`config.mk`:
```
export PLATFORM = sky130hd
export DESIGN_NAME = fifo_stream_out_flat
export DESIGN_NICKNAME = d
export VERILOG_FILES = /design/src/rtl/fifo_stream_out_if.sv /design/src/rtl/fifo_stream_out.sv /design/src/flat_wrapper.sv
export SDC_FILE = /design/constraint.sdc
export NUM_CORES = 1
export LEC_CHECK = 0
export BUFFER_PORTS_ARGS = -buffer_cell sky130_fd_sc_hd__buf_4
export CAP_MARGIN = 20
export CORE_MARGIN = 2
export CORE_UTILIZATION = 50
export CTS_CLUSTER_DIAMETER = 30
export CTS_CLUSTER_SIZE = 14
export DETAILED_ROUTE_END_ITERATION = 10
export GPL_ROUTABILITY_DRIVEN = 0
export GPL_TIMING_DRIVEN = 0
export HOLD_SLACK_MARGIN = 0.06
export PLACE_DENSITY = 0.75
export RECOVER_POWER = 50
export SYNTH_ARGS = -nofsm -noshare
export SYNTH_HDL_FRONTEND = slang
export SYNTH_SLANG_ARGS = --single-unit
```
`constraint.sdc`:
```
create_clock -name clk -period 1.85 [get_ports clk]
set_clock_uncertainty 0.05 [all_clocks]
set_input_delay 0.555 -clock clk [delete_from_list [all_inputs] [get_ports clk]]
set_output_delay 0.555 -clock clk [all_outputs]
set_load 0.03 [all_outputs]
```
`src/rtl/fifo_stream_out_if.sv`:
```
// FIFO read port plus framed valid/ready stream. The drain stage is the master
// of the stream and drives the FIFO pop strobe.
interface fifo_stream_out_if #(
    parameter int W = 8
);
    logic         fifo_empty;
    logic [W-1:0] fifo_rd_data;
    logic         fifo_rd_en;
    logic         m_valid;
    logic [W-1:0] m_data;
    logic         m_last;
    logic         m_ready;
    logic         pkt_done;

    modport master (
        input  fifo_empty, fifo_rd_data, m_ready,
        output fifo_rd_en, m_valid, m_data, m_last, pkt_done
    );

    modport slave (
        output fifo_empty, fifo_rd_data, m_ready,
        input  fifo_rd_en, m_valid, m_data, m_last, pkt_done
    );
endinterface

```
`src/rtl/fifo_stream_out.sv`:
```
// Drains a sync FIFO into a registered valid/ready stream through a 2-entry
// skid buffer and frames the beats into BURST-long packets.
module fifo_stream_out #(
    parameter int W     = 8,
    parameter int BURST = 4
) (
    input  logic              clk,
    input  logic              reset_n,
    fifo_stream_out_if.master bus
);
    localparam int            BW        = (BURST > 1) ? $clog2(BURST) : 1;
    localparam logic [BW-1:0] LAST_BEAT = BW'(BURST - 1);

    logic [1:0]    cnt, cnt_n;
    logic [W-1:0]  buf0, buf0_n, buf1, buf1_n;
    logic [BW-1:0] beat, beat_n;
    logic          valid, last, done;
    logic          ld, acc;

    // Pop only on free space as seen at the start of the cycle, so the FIFO
    // strobe never depends combinationally on m_ready.
    assign ld  = reset_n & ~bus.fifo_empty & (cnt != 2'd2);
    assign acc = valid & bus.m_ready;

    always_comb begin
        cnt_n  = cnt;
        buf0_n = buf0;
        buf1_n = buf1;
        case (cnt)
            2'd0: begin
                if (ld) begin
                    buf0_n = bus.fifo_rd_data;
                    cnt_n  = 2'd1;
                end
            end
            2'd1: begin
                if (ld && !acc) begin
                    buf1_n = bus.fifo_rd_data;
                    cnt_n  = 2'd2;
                end else if (acc && !ld) begin
                    cnt_n  = 2'd0;
                end else if (ld && acc) begin
                    buf0_n = bus.fifo_rd_data;
                end
            end
            default: begin
                if (acc) begin
                    buf0_n = buf1;
                    cnt_n  = 2'd1;
                end
            end
        endcase
    end

    always_comb begin
        beat_n = beat;
        if (acc) beat_n = (beat == LAST_BEAT) ? '0 : beat + BW'(1);
    end

    always_ff @(posedge clk or negedge reset_n) begin
        if (!reset_n) begin
            cnt   <= '0;
            buf0  <= '0;
            buf1  <= '0;
            beat  <= '0;
            valid <= 1'b0;
            last  <= 1'b0;
            done  <= 1'b0;
        end else begin
            cnt   <= cnt_n;
            buf0  <= buf0_n;
            buf1  <= buf1_n;
            beat  <= beat_n;
            valid <= (cnt_n != 2'd0);
            last  <= (cnt_n != 2'd0) && (beat_n == LAST_BEAT);
            done  <= acc & last;
        end
    end

    assign bus.fifo_rd_en = ld;
    assign bus.m_valid    = valid;
    assign bus.m_data     = buf0;
    assign bus.m_last     = last;
    assign bus.pkt_done   = done;
endmodule

```
`src/flat_wrapper.sv`:
```
// flat-port wrapper written by rule: the top's interface ports become plain ports
module fifo_stream_out_flat 
#(
    parameter int W     = 8,
    parameter int BURST = 4
)
  (clk, reset_n, bus_fifo_empty, bus_fifo_rd_data, bus_m_ready, bus_fifo_rd_en, bus_m_valid, bus_m_data, bus_m_last, bus_pkt_done);
  fifo_stream_out_if #(.W(W)) bus_i ();
  input  logic clk;
  input  logic reset_n;
  input wire logic [$bits(bus_i.fifo_empty)-1:0] bus_fifo_empty;
  input wire logic [$bits(bus_i.fifo_rd_data)-1:0] bus_fifo_rd_data;
  input wire logic [$bits(bus_i.m_ready)-1:0] bus_m_ready;
  output wire logic [$bits(bus_i.fifo_rd_en)-1:0] bus_fifo_rd_en;
  output wire logic [$bits(bus_i.m_valid)-1:0] bus_m_valid;
  output wire logic [$bits(bus_i.m_data)-1:0] bus_m_data;
  output wire logic [$bits(bus_i.m_last)-1:0] bus_m_last;
  output wire logic [$bits(bus_i.pkt_done)-1:0] bus_pkt_done;
  assign bus_i.fifo_empty = bus_fifo_empty;
  assign bus_i.fifo_rd_data = bus_fifo_rd_data;
  assign bus_i.m_ready = bus_m_ready;
  assign bus_fifo_rd_en = bus_i.fifo_rd_en;
  assign bus_m_valid = bus_i.m_valid;
  assign bus_m_data = bus_i.m_data;
  assign bus_m_last = bus_i.m_last;
  assign bus_pkt_done = bus_i.pkt_done;
  fifo_stream_out #(.W(W), .BURST(BURST)) u_core (.clk(clk), .reset_n(reset_n), .bus(bus_i));
endmodule
```
[After elaboration in Yosys (flattened, before gate mapping)]
Cells that the tools add are included.
Cells by class
  bitwise gates (word level): 5
  eq/ne operators: 8
  reductions and logical operators: 11
  multiplexer cells: 13
  $add $sub $neg: 1
Operators with widths (number)
  $mux 8: 5
  $pmux 8 s2: 1
  $mux 2: 6
  $ne 2x2->1 const B: 3
  $reduce_and 5->1: 1
  $and 1x1->1: 4
  $eq 2x2->1 const B: 2
  $logic_and 1x1->1: 4
  $ne 2x1->1 const B: 2
  $pmux 2 s2: 1
  $reduce_bool 3->1: 1
  $add 2x1->2 const B: 1
  $eq 2x1->1 const B: 1
  $logic_not 1->1: 2
  $logic_not 2->1: 1
  $reduce_and 2->1: 1
  $reduce_bool 2->1: 1
  $not 1->1: 1
Word-level totals
  logic and storage cells: 45
  bits of input ports: 12
  register bits: 23

[Longest topological paths before layout]
  depth after elaboration: 10
  gate-level depth with buffers: 4
  depth with buffers taken out: 3

[Worst setup path before layout]
No wires, ideal clock.
  path type: input to output
  start point: input port bus_fifo_empty
  end point: output port bus_fifo_rd_en
  slack: 47 ps
  path buffers: 0
  required time: 1245 ps
  data arrival time: 1198 ps
  stages on the path: 2
  cell sequence: nand2b_1 a21oi_1
On the way
  word-level cells in the longest chain between the ends: 3
RTL lines
  from (decl): line flat_wrapper.sv:11  | input wire logic [$bits(bus_i.fifo_empty)-1:0] bus_fifo_empty;
  $not 1->1: line fifo_stream_out.sv:22  | assign ld = reset_n & ~bus.fifo_empty & (cnt != 2'd2);
  $and 1x1->1 (2 in series): line fifo_stream_out.sv:22
  to (decl): line flat_wrapper.sv:14  | output wire logic [$bits(bus_i.fifo_rd_en)-1:0] bus_fifo_rd_en;
No other way between the ends.

[Final worst setup path]
  start point: register u_core.cnt[1]
  end point: output port bus_fifo_rd_en
On the way
  word-level cells in the longest chain between the ends: 2
RTL lines
  from (decl): line fifo_stream_out.sv:14  | logic [1:0] cnt, cnt_n;
  from (signal assigned): line fifo_stream_out.sv:70  | cnt <= cnt_n;
  $ne 2x2->1: line fifo_stream_out.sv:22
  $and 1x1->1: line fifo_stream_out.sv:22
No other way between the ends.

==> flow_summary_export.csv <==
group,metric,value,unit
setup_path,cp-start-kind,"flip-flop",
power_and_ir_drop,pwr-share-comb,49.8,%
synthesis,syn-num-nets,87,
min_path,hold_class,"input pin to flip-flop",
global_routing,antenna_found_initial,0,
clock_tree,cts_root_buf,"clkbuf_4",
synthesis,synth_top_flop_cell,"dfrtp_1",
routing,vias,671,
finish,seq_area,576.8,sq um
finish,layout-drive-gt1-share,54.90,%
timing,worst_slew_pin_slew,471.1,ps
global_routing,grt_pass1_vias,614,
floorplanning,floorplan.initialDensity,53.35,%
power_and_ir_drop,p_switching,824.9,uW
setup_path,required,1240,ps
power_and_ir_drop,power_frac_clock,10.1,%
routing,via_per_inst,5.202,
synthesis,synth.cell_area,0.001057,sq mm
timing,setup_violations,0,
setup_path,regToRegSetupSlack,210,ps
synthesis,yosys-top-cells-count,"mux2_2, dfrtp_1, a21oi_1",
clock_tree,post_cts_buffers,0,
clock_tree,clk_pin_slew,120,ps
synthesis,synth_top_area_cell,"dfrtp_1",
synthesis,ys_ff_latch,23,
place,dp_slack,-182.4,ps
setup_path,startpoint,"u_core.cnt[1]$_DFF_PN0_",
power_and_ir_drop,max-vdd-ir-drop,0.9534,mV
clock_tree,h-tree-depth,1,
power_and_ir_drop,finalPower,2.223,mW
floorplanning,core_area,0.001982,sq mm
power_and_ir_drop,switching_share,37.11,%
setup_path,worst_r2r_path_depth,4,
finish,final_area,0.001290,sq mm
power_and_ir_drop,seqPwrFrac,40.1,%
routing,wl_per_cell,12.76,um
routing,wl,1.646,mm
timing,setup_tns,0,ps
min_path,min-delay-start,"bus_m_ready",
setup_path,path_class,"flip-flop to primary output",
floorplanning,fp.dieH,49.99,um
clock_tree,clk_latency,300,ps
floorplanning,io_pins,24,
timing,fmax,563.2,MHz
global_routing,overflow,0,
global_routing,grt_pass1_wl,2.691,mm
synthesis,yosysUniqueCellTypes,23,
synthesis,postSynthAreaPerCell,14.29,sq um
timing,finalHoldViolations,0,
setup_path,r2r_end,"u_core.bus.m_data[5]$_DFFE_PN0P_",
finish,n_fill_cell,160,
finish,area_growth,22.01,%
timing,rsz0062_at_grt,"false",
setup_path,critical_path.endpoint,"bus_fifo_rd_en",
setup_path,cp.arrival,1170,ps
power_and_ir_drop,cellInternalPower,1.398,mW
place,port_buffers,23,
clock_tree,clk_path_buf_depth,2,
timing,slew_viol_final,0,
floorplanning,rows,16,
synthesis,syn_inst,74,
finish,n_antenna_cell,0,
setup_path,worstReg2RegStart,"u_core.cnt[1]$_DFF_PN0_",
routing,first_iter_violations,7,
synthesis,ys_seq_area_share,54.44,%
run,drv_cap,0,
routing,drc,0,
routing,ant_nets,0,
timing,slew_headroom,68.49,%
status,status,"complete, no violations",
floorplanning,die_area,0.002499,sq mm
global_routing,grt_max_degree,24,
timing,finalWorstSetupSlack,74.53,ps
setup_path,end_kind,"primary output",
power_and_ir_drop,p_leak,0.6002,nW
place,place_inst,124,
floorplanning,fp.dieW,49.99,um
clock_tree,numCtsBuffers,3,
synthesis,yosysMostFrequentCell,"mux2_2",
global_routing,gr-usage-all-layers,14.16,%
timing,holdWs,384.3,ps
finish,multiInputGateArea,457.9,sq um
place,placed_area,0.001264,sq mm
timing,post-route-period-util,95.97,%
setup_path,path_max_fanout,16,
synthesis,synth_edf_count,0,
power_and_ir_drop,power_density,1723,mW/mm^2
synthesis,yosysTopAreaCellShare,54.44,%
synthesis,synth_area_leaders,"dfrtp_1, mux2_2, a2bb2oi_4, a21oi_1, nand4b_2",
routing,dr.pass1.iters,4,
place,dp_hpwl,1.186,mm
synthesis,yosys_warnings,0,
clock_tree,cts.sinks,23,
clock_tree,cts_tree,"yes",
finish,fin_nets,116,
synthesis,synth-async-reset-ratio,100.0,%
finish,finish.utilization,65.09,%
finish,stdcell_count,129,
timing,finalCriticalPeriod,1775,ps
==> power by group through the flow <==
stage               clock network (mW)  registers [mW]  logic [mW]
floorplan                            0            1.10       0.602
global placement                     0           0.889        1.11
detailed placement                   0           0.903        1.13
CTS                              0.234           0.891        1.12
global route                     0.255           0.916        1.19
finish                           0.225           0.890        1.11
==> cell families after synthesis <==
family / share of synthesized area, %
AOI/OAI and AO/OA: 6.273
adders and majority gates: 1.183
DFF: 54.44
and+or+nand+nor: 8.640
buffers and inverters: 1.893
muxes: 27.57
==> timing repair <==
item	CTS	global route
pin swaps	0	0
hold buffers	1	0
setup endpoints to repair	1	1
endpoints found under the hold margin	23	0
gates resized for setup	1	1
==> worst min-delay path by stage <==
stage	depth (start not counted)	endpoint
2_1_floorplan	0	u_core.beat[0]$_DFF_PN0_
3_3_place_gp	1	u_core.bus.pkt_done$_DFF_PN0_
3_5_place_dp	1	u_core.bus.pkt_done$_DFF_PN0_
4_1_cts	2	u_core.cnt[1]$_DFF_PN0_
5_1_grt	2	u_core.cnt[1]$_DFF_PN0_
6_report	2	u_core.cnt[1]$_DFF_PN0_
==> placed cells by master (no fill, tap or decap), drive strengths merged, types with 2 or more instances in the layout <==
cell type and n:
nand3 2, nor2 2, dfrtp 23, clkbuf 8, a21oi 3, mux2 25, nand2 3, buf 21
==> area by class of cell <==
type	count	area share, %
Multi-Input combinational cell	48	35.50
Sequential cell	23	44.71
Buffer	1	0.8729
Timing Repair Buffer	25	13.97
Clock buffer	4	2.037
Inverter	1	0.2910
Tap cell	27	2.619
==> critical path, cell delays in order (launching register included) <==
cell and delay (ps):
dfrtp_1 390, buf_6 160, a21oi_1 140, buf_4 180
==> routing by layer <==
layer | track usage, % | part of all wire [%]
met4 | 5.556 | 0.67
met1 | 19.68 | 47
met2 | 21.49 | 48
met5 | 0 | 0
met3 | 3.030 | 4.9
==> sequential cells by signal, indices dropped and copies added, names as in the netlist <==
name / cells
u_core.buf1: 8
u_core.bus.m_data: 8
u_core.beat: 2
u_core.cnt: 2
u_core.bus.m_last: 1
u_core.bus.m_valid: 1
u_core.bus.pkt_done: 1
Power figures use the tool's default switching activity.
